==> src/rtl/warbler_bit_packer.sv <==
// warbler_bit_packer: drops a warm-up prefix of the NLFSR3 keystream, packs the
// remaining bits MSB-first into WORD_W-bit words and buffers them in a 2-entry FIFO.
module warbler_bit_packer #(
    parameter int WORD_W  = 32,
    parameter int DISCARD = 64
) (
    input  logic              clk,
    input  logic              rst,
    input  logic              start,
    input  logic              stop,
    input  logic              bit_in,
    input  logic              bit_vld,
    output logic              bit_rdy,
    output logic [WORD_W-1:0] out_data,
    output logic              out_valid,
    input  logic              out_ready,
    output logic              ovf,
    output logic              busy
);

    localparam int BCW = $clog2(WORD_W);
    localparam int DCW = (DISCARD > 0) ? $clog2(DISCARD + 1) : 1;
    localparam logic [BCW-1:0] BIT_LAST  = BCW'(WORD_W - 1);
    localparam logic [DCW-1:0] DISC_LAST = DCW'((DISCARD > 0) ? DISCARD - 1 : 0);

    typedef enum logic [1:0] {
        ST_IDLE,
        ST_DISCARD,
        ST_COLLECT
    } state_e;

    state_e            state_q, state_d;
    logic [DCW-1:0]    disc_cnt_q, disc_cnt_d;
    logic [BCW-1:0]    bit_cnt_q, bit_cnt_d;
    logic [WORD_W-2:0] sreg_q, sreg_d;
    logic              ovf_q, ovf_d;
    logic              busy_q;
    logic [WORD_W-1:0] fifo_mem_q [2];
    logic              wr_ptr_q, wr_ptr_d;
    logic              rd_ptr_q, rd_ptr_d;
    logic [1:0]        fifo_cnt_q, fifo_cnt_d;

    logic [WORD_W-1:0] shifted;
    logic              word_done;
    logic              accept;
    logic              push;
    logic              pop;

    // The word's MSB only ever lives in the pushed value, so sreg holds WORD_W-1 bits.
    assign shifted   = {sreg_q, bit_in};
    assign word_done = (state_q == ST_COLLECT) && (bit_cnt_q == BIT_LAST);
    assign bit_rdy   = !(word_done && (fifo_cnt_q == 2'd2));
    assign accept    = bit_vld && bit_rdy && !start && !stop && (state_q != ST_IDLE);
    assign push      = accept && word_done;
    assign pop       = out_valid && out_ready && !start;

    assign out_valid = (fifo_cnt_q != 2'd0);
    assign out_data  = fifo_mem_q[rd_ptr_q];
    assign ovf       = ovf_q;
    assign busy      = busy_q;

    // NOTE: every _d gets its hold value first so no path through the branches infers a latch.
    always_comb begin
        state_d    = state_q;
        disc_cnt_d = disc_cnt_q;
        bit_cnt_d  = bit_cnt_q;
        sreg_d     = sreg_q;
        ovf_d      = ovf_q;
        wr_ptr_d   = wr_ptr_q;
        rd_ptr_d   = rd_ptr_q;
        fifo_cnt_d = fifo_cnt_q;

        if (start) begin
            state_d    = (DISCARD == 0) ? ST_COLLECT : ST_DISCARD;
            disc_cnt_d = '0;
            bit_cnt_d  = '0;
            sreg_d     = '0;
            ovf_d      = 1'b0;
            wr_ptr_d   = 1'b0;
            rd_ptr_d   = 1'b0;
            fifo_cnt_d = 2'd0;
        end else begin
            if (bit_vld && !bit_rdy) begin
                ovf_d = 1'b1;
            end
            if (push) begin
                wr_ptr_d = !wr_ptr_q;
            end
            if (pop) begin
                rd_ptr_d = !rd_ptr_q;
            end
            case ({push, pop})
                2'b10:   fifo_cnt_d = fifo_cnt_q + 2'd1;
                2'b01:   fifo_cnt_d = fifo_cnt_q - 2'd1;
                default: fifo_cnt_d = fifo_cnt_q;
            endcase

            // A stop abandons the partial word but leaves finished words to drain.
            if (stop) begin
                state_d   = ST_IDLE;
                bit_cnt_d = '0;
                sreg_d    = '0;
            end else if (accept) begin
                if (state_q == ST_DISCARD) begin
                    disc_cnt_d = disc_cnt_q + DCW'(1);
                    if (disc_cnt_q == DISC_LAST) begin
                        state_d = ST_COLLECT;
                    end
                end else begin
                    sreg_d    = shifted[WORD_W-2:0];
                    bit_cnt_d = word_done ? '0 : bit_cnt_q + BCW'(1);
                end
            end
        end
    end

    // NOTE: state is updated with non-blocking assignments so every register samples pre-edge values.
    always_ff @(posedge clk or posedge rst) begin
        if (rst) begin
            state_q       <= ST_IDLE;
            disc_cnt_q    <= '0;
            bit_cnt_q     <= '0;
            sreg_q        <= '0;
            ovf_q         <= 1'b0;
            busy_q        <= 1'b0;
            wr_ptr_q      <= 1'b0;
            rd_ptr_q      <= 1'b0;
            fifo_cnt_q    <= 2'd0;
            // NOTE: the two FIFO slots are reset because out_data must read zero straight out of reset.
            fifo_mem_q[0] <= '0;
            fifo_mem_q[1] <= '0;
        end else begin
            state_q    <= state_d;
            disc_cnt_q <= disc_cnt_d;
            bit_cnt_q  <= bit_cnt_d;
            sreg_q     <= sreg_d;
            ovf_q      <= ovf_d;
            busy_q     <= (state_d != ST_IDLE);
            wr_ptr_q   <= wr_ptr_d;
            rd_ptr_q   <= rd_ptr_d;
            fifo_cnt_q <= fifo_cnt_d;
            if (push) begin
                fifo_mem_q[wr_ptr_q] <= shifted;
            end
        end
    end

endmodule

==> config.mk <==
export PLATFORM = sky130hd
export DESIGN_NAME = warbler_bit_packer
export DESIGN_NICKNAME = d
export VERILOG_FILES = /design/src/rtl/warbler_bit_packer.sv
export SDC_FILE = /design/constraint.sdc
export NUM_CORES = 1
export LEC_CHECK = 0
export ABC_AREA = 1
export CAP_MARGIN = 20
export CORE_MARGIN = 2
export CORE_UTILIZATION = 58
export DETAILED_ROUTE_END_ITERATION = 10
export HOLD_SLACK_MARGIN = 0.02
export PLACE_DENSITY = 0.8
export SLEW_MARGIN = 10
export SYNTH_ARGS = -nofsm -noshare
export SYNTH_HDL_FRONTEND = slang
export SYNTH_SLANG_ARGS = --single-unit
==> constraint.sdc <==
create_clock -name clk -period 5.5 [get_ports clk]
set_input_delay 1.1 -clock clk [delete_from_list [all_inputs] [get_ports clk]]
set_output_delay 1.1 -clock clk [all_outputs]
set_load 0.02 [all_outputs]
# Word-level counts from Yosys, hierarchy flattened
# Cells that the tools add are included.
# word_totals
mem_bits_ro,0
out_inout_bits,36
ff_bits,115
ramBits,0
wordCells,89
mem_count,0
in_bits,7
latchBits,0
# classes
muxes,32
n_eq_ne,9
reduce_logical,28
div,0
multipliers,0
n_bitwise,2
n_lt_le_gt_ge,3
shift,0
add_sub_neg,4
# op_table
op,count
$mux 32,4
$mux 31,4
$bwmux 64,1
$demux 32 s1,1
$mux 7,4
$mux 5,5
$reduce_bool 2->1,8
$mux 2,6
$logic_and 1x1->1,11
$add 7x1->7 const B,1
$eq 7x6->1 const B,1
$eq 2x2->1 const B,3
$mux 1,6
$reduce_bool 3->1,2
$add 5x1->5 const B,1
$eq 5x5->1 const B,1
$logic_not 1->1,5
$eq 2x1->1 const B,2
$ge 2x2->1 const B,2
$not 1->2,2
$pmux 2 s2,1
$ne 3x3->1 const B,1
$reduce_and 3->1,1
$add 2x1->2 const B,1
4 further kinds,4

# Longest topological paths before layout
# depth
word_depth,12
depth_mapped,13
ltp_nobuf,13

# Least setup slack after synthesis
# OpenSTA, ideal clock, no wires.
# synth_path
kind,register to output
from,reg bit_cnt_q[0]
to,out bit_rdy
path_buffers,0
setup_slack_ns,3.229
arrival_time_ns,1.171
required_time_ns,4.400
stages_incl_launch_ff,8
path_cell_list,dfrtp_1 ha_1 nand2_1 nor2_1 ha_1 nand2_2 nor2_8 nand3_4
# synth_via
elab_chain_len,4
# synth_rtl
element,line_no,rtl
start: declaration,34,"logic [BCW-1:0] bit_cnt_q, bit_cnt_d;"
start signal: assignment,135,bit_cnt_q <= bit_cnt_d;
$eq 5x5->1,51,assign word_done = (state_q == ST_COLLECT) && (bit_cnt_q == BIT_LAST);
$logic_and 1x1->1,51,
$logic_and 1x1->1,52,assign bit_rdy = !(word_done && (fifo_cnt_q == 2'd2));
$logic_not 1->1,52,
end: declaration,13,"output logic bit_rdy,"
# No other way between the ends.

# Worst setup path after layout
# layout_path
from,reg rd_ptr_q
to,out out_data[30]
# layout_via
elab_chain_len,4
# layout_rtl
element,line_no,rtl
start: declaration,40,"logic rd_ptr_q, rd_ptr_d;"
start signal: assignment,140,rd_ptr_q <= rd_ptr_d;
$not 1->2 (not written as such),58,assign out_data = fifo_mem_q[rd_ptr_q];
$mux 32 (not written as such) (3 in a row),58,
end: declaration,14,"output logic [WORD_W-1:0] out_data,"
# No other way between the ends. The select of a mux whose other input is x is not followed.

==> impl_metrics.json <==
{
  "outcome": "finished clean",
  "min_to": "fifo_mem_q[13]$_DFFE_PP0P_",
  "die-area_um2": 9990,
  "power.total_mw": 2.09,
  "path_class": "flop to primary output",
  "grt-ovfl-total": 0,
  "place_congestion": 0.862,
  "period_share_pct": 67.9,
  "crit_fanout": 34,
  "cts_sinks": 115,
  "nets": 673,
  "yosysTopAreaCell": "dfrtp_1",
  "reg2reg_slack_ps": 3080,
  "worst-slew-pin-transition_ps": 1030,
  "finalNonFillerCells": 787,
  "numPortBuffers": 42,
  "vias_per_cell": 5.32,
  "cts_tree": "yes",
  "rr_endpoint": "sreg_q[7]$_DFFE_PP0P_",
  "ys_seq_area_share_pct": 53.9,
  "rsz0062_at_grt": "no",
  "antenna_found_initial": 0,
  "io_pins": 43,
  "setup_viol": 0,
  "die_w_um": 100,
  "r2r_start": "bit_cnt_q[0]$_DFFE_PP0P_",
  "crit_buf_inv": 2,
  "path_delay_family": "buffers and inverters",
  "hold_start": "fifo_mem_q[13]$_DFFE_PP0P_",
  "syn2layout_area_growth_pct": 19.4,
  "grt_max_degree": 87,
  "finalSetupTns_ps": 0,
  "hp-class": "flop to flop",
  "clk_latency_ps": 510,
  "path_cells": "clkinv_1 -> nand2_1 -> nand2_1 -> clkdlybuf4s50_1",
  "path_common_cell": "nand2_1",
  "num_rows": 35,
  "drv_cap": 0,
  "fin_crit_ps": 3730,
  "placed_cells": 754,
  "max_freq_ghz": 0.268,
  "critPathMaxStageDelay_ps": 780,
  "yosys_warnings": 0,
  "remaining_drc_errors": 0,
  "drt-total-wl_um": 10900,
  "wl_per_cell_um": 13.8,
  "grt_first_pass_wirelength_um": 18500,
  "start_util_pct": 58.9,
  "synth_seq_cells": 115,
  "worstPathRequired_ps": 4400,
  "synth_top_area_share_pct": 53.9,
  "avgSynthCellArea_um2": 8.49,
  "crit_path_start_kind": "flop",
  "whs_ps": 484,
  "drive_gt1_share_pct": 10.7,
  "numCtsBuffers": 17,
  "postCtsSetupRepairBufs": 0,
  "fin_ws_ps": 1770,
  "peakVddDrop_mv": 0.212,
  "drv_slew": 0,
  "hold_buffers": 0,
  "core_um2": 9060,
  "synthTopCellsByArea": "dfrtp_1, nand2_1, inv_1",
  "placed_area_um2": 5720,
  "n_fill_cell": 662,
  "grt_pass1_vias": 3955,
  "synth_area_um2": 5340,
  "clk_path_buf_depth": 2,
  "htreeDepth": 4,
  "diodes": 0,
  "synth_nets": 639,
  "synthCells": 629,
  "skew_ps": 9.98,
  "cts-resized-gates": 0,
  "cts-root-buf": "clkbuf_8",
  "hold_viol": 0,
  "first_pass_iters": 4,
  "crit_slowest_cell": "clkinv_1",
  "cts.clk_slew.worst_paths_ps": 60,
  "vias": 4185,
  "final_area_um2": 6380,
  "layout_common_cells": "nand2_1, dfrtp_1, inv_1",
  "final_util_pct": 70.4,
  "powerDensity_nw_per_um2": 327,
  "first_iter_violations": 290,
  "track_usage_pct": 23.5,
  "dp_hpwl_um": 6420,
  "place_ws_ps": 1660,
  "layout_commonest_cell": "nand2_1",
  "whs_path_depth": 2,
  "synth.distinct_cells": 30,
  "slew_headroom_pct": 30.8,
  "r2r_cells": 12,
  "end_kind": "primary output",
  "arrival_ps": 2630,
  "die_h_um": 100,
  "antenna_left": 0,
  "p_leak_nw": 3.19
}
registers in the layout, indices dropped and copies added (netlist names):
register	cells
fifo_mem_q	64
sreg_q	31
disc_cnt_q	7
bit_cnt_q	5
fifo_cnt_q	2
state_q	2
busy	1
ovf	1
rd_ptr_q	1
wr_ptr_q	1
how the worst max path moves through the flow:
| stage | startpoint | endpoint | slack (ps) | cells past startpoint |
|---|---|---|---|---|
| after detailed placement | start | fifo_mem_q[43]$_DFFE_PP0P_ | 1660 | 10 |
| final | rd_ptr_q$_DFFE_PP0P_ | out_data[30] | 1770 | 4 |
| after global placement | start | fifo_mem_q[33]$_DFFE_PP0P_ | 1760 | 10 |
| after global routing | rd_ptr_q$_DFFE_PP0P_ | out_data[30] | 1620 | 4 |
| after floorplan | rst | bit_cnt_q[0]$_DFFE_PP0P_ | 1360 | 1 |
| after CTS | rd_ptr_q$_DFFE_PP0P_ | out_data[29] | 1720 | 4 |
report_power, final:
| part | internal (mW) | switching, mW |
|---|---|---|
| combinational | 0.0137 | 0.0367 |
| sequential | 0.852 | 0.00561 |
| clock | 0.814 | 0.366 |
logic make-up after synthesis:
| logic type | after synthesis | synth area share, % |
|---|---|---|
| AND/OR/NAND/NOR | 268 | 21.0 |
| AO/OA/AOI/OAI | 128 | 13.8 |
| flip-flops | 115 | 53.9 |
| buffers and inverters | 108 | 9.44 |
| XOR/XNOR | 6 | 0.984 |
| adder cells (fa/ha/maj) | 3 | 0.703 |
| multiplexers | 1 | 0.187 |
cells in the mapped netlist:
| master | n |
|---|---|
| a21oi_1 | 2 |
| and2_1 | 1 |
| buf_2 | 9 |
| buf_4 | 4 |
| buf_6 | 9 |
| clkbuf_1 | 10 |
| clkinv_1 | 1 |
| clkinv_2 | 2 |
| dfrtp_1 | 115 |
| ha_1 | 3 |
| inv_1 | 72 |
| inv_4 | 1 |
| mux2i_1 | 1 |
| nand2_1 | 212 |
| nand2_2 | 4 |
| nand2_4 | 1 |
| nand3_1 | 14 |
| nand3_4 | 3 |
| nand4_1 | 1 |
| nor2_1 | 28 |
| nor2_8 | 2 |
| nor3_1 | 1 |
| o21a_1 | 1 |
| o21ai_0 | 47 |
| o21ai_1 | 49 |
| o21ai_2 | 22 |
| o22ai_1 | 7 |
| or2_2 | 1 |
| xnor2_1 | 1 |
| xor2_1 | 5 |
cell type report:
type	instances	area, µm²	area share [%]
sequential	115	2880	45.1
inverter	76	293	4.59
timing repair buffer	47	470	7.38
multi-input combinational	406	1960	30.7
clock buffer	22	463	7.26
clock inverter	10	178	2.79
tap	111	139	2.18
per-layer routing:
metal / track usage [%] / share of wire, % / up-vias
met2: 39.0 / 51 / 98
met1: 30.7 / 44 / 2018
met3: 5.08 / 3.6 / 17
met4: 8.22 / 1.4 / 0
li1: - / - / 2052
met5: 0 / 0 / -
tightest hold or removal path: stages (launching register included):
cell     delay, ps
dfrtp_1        340
nand2_1         50
o21ai_0         60
Power figures use the tool's default switching activity.
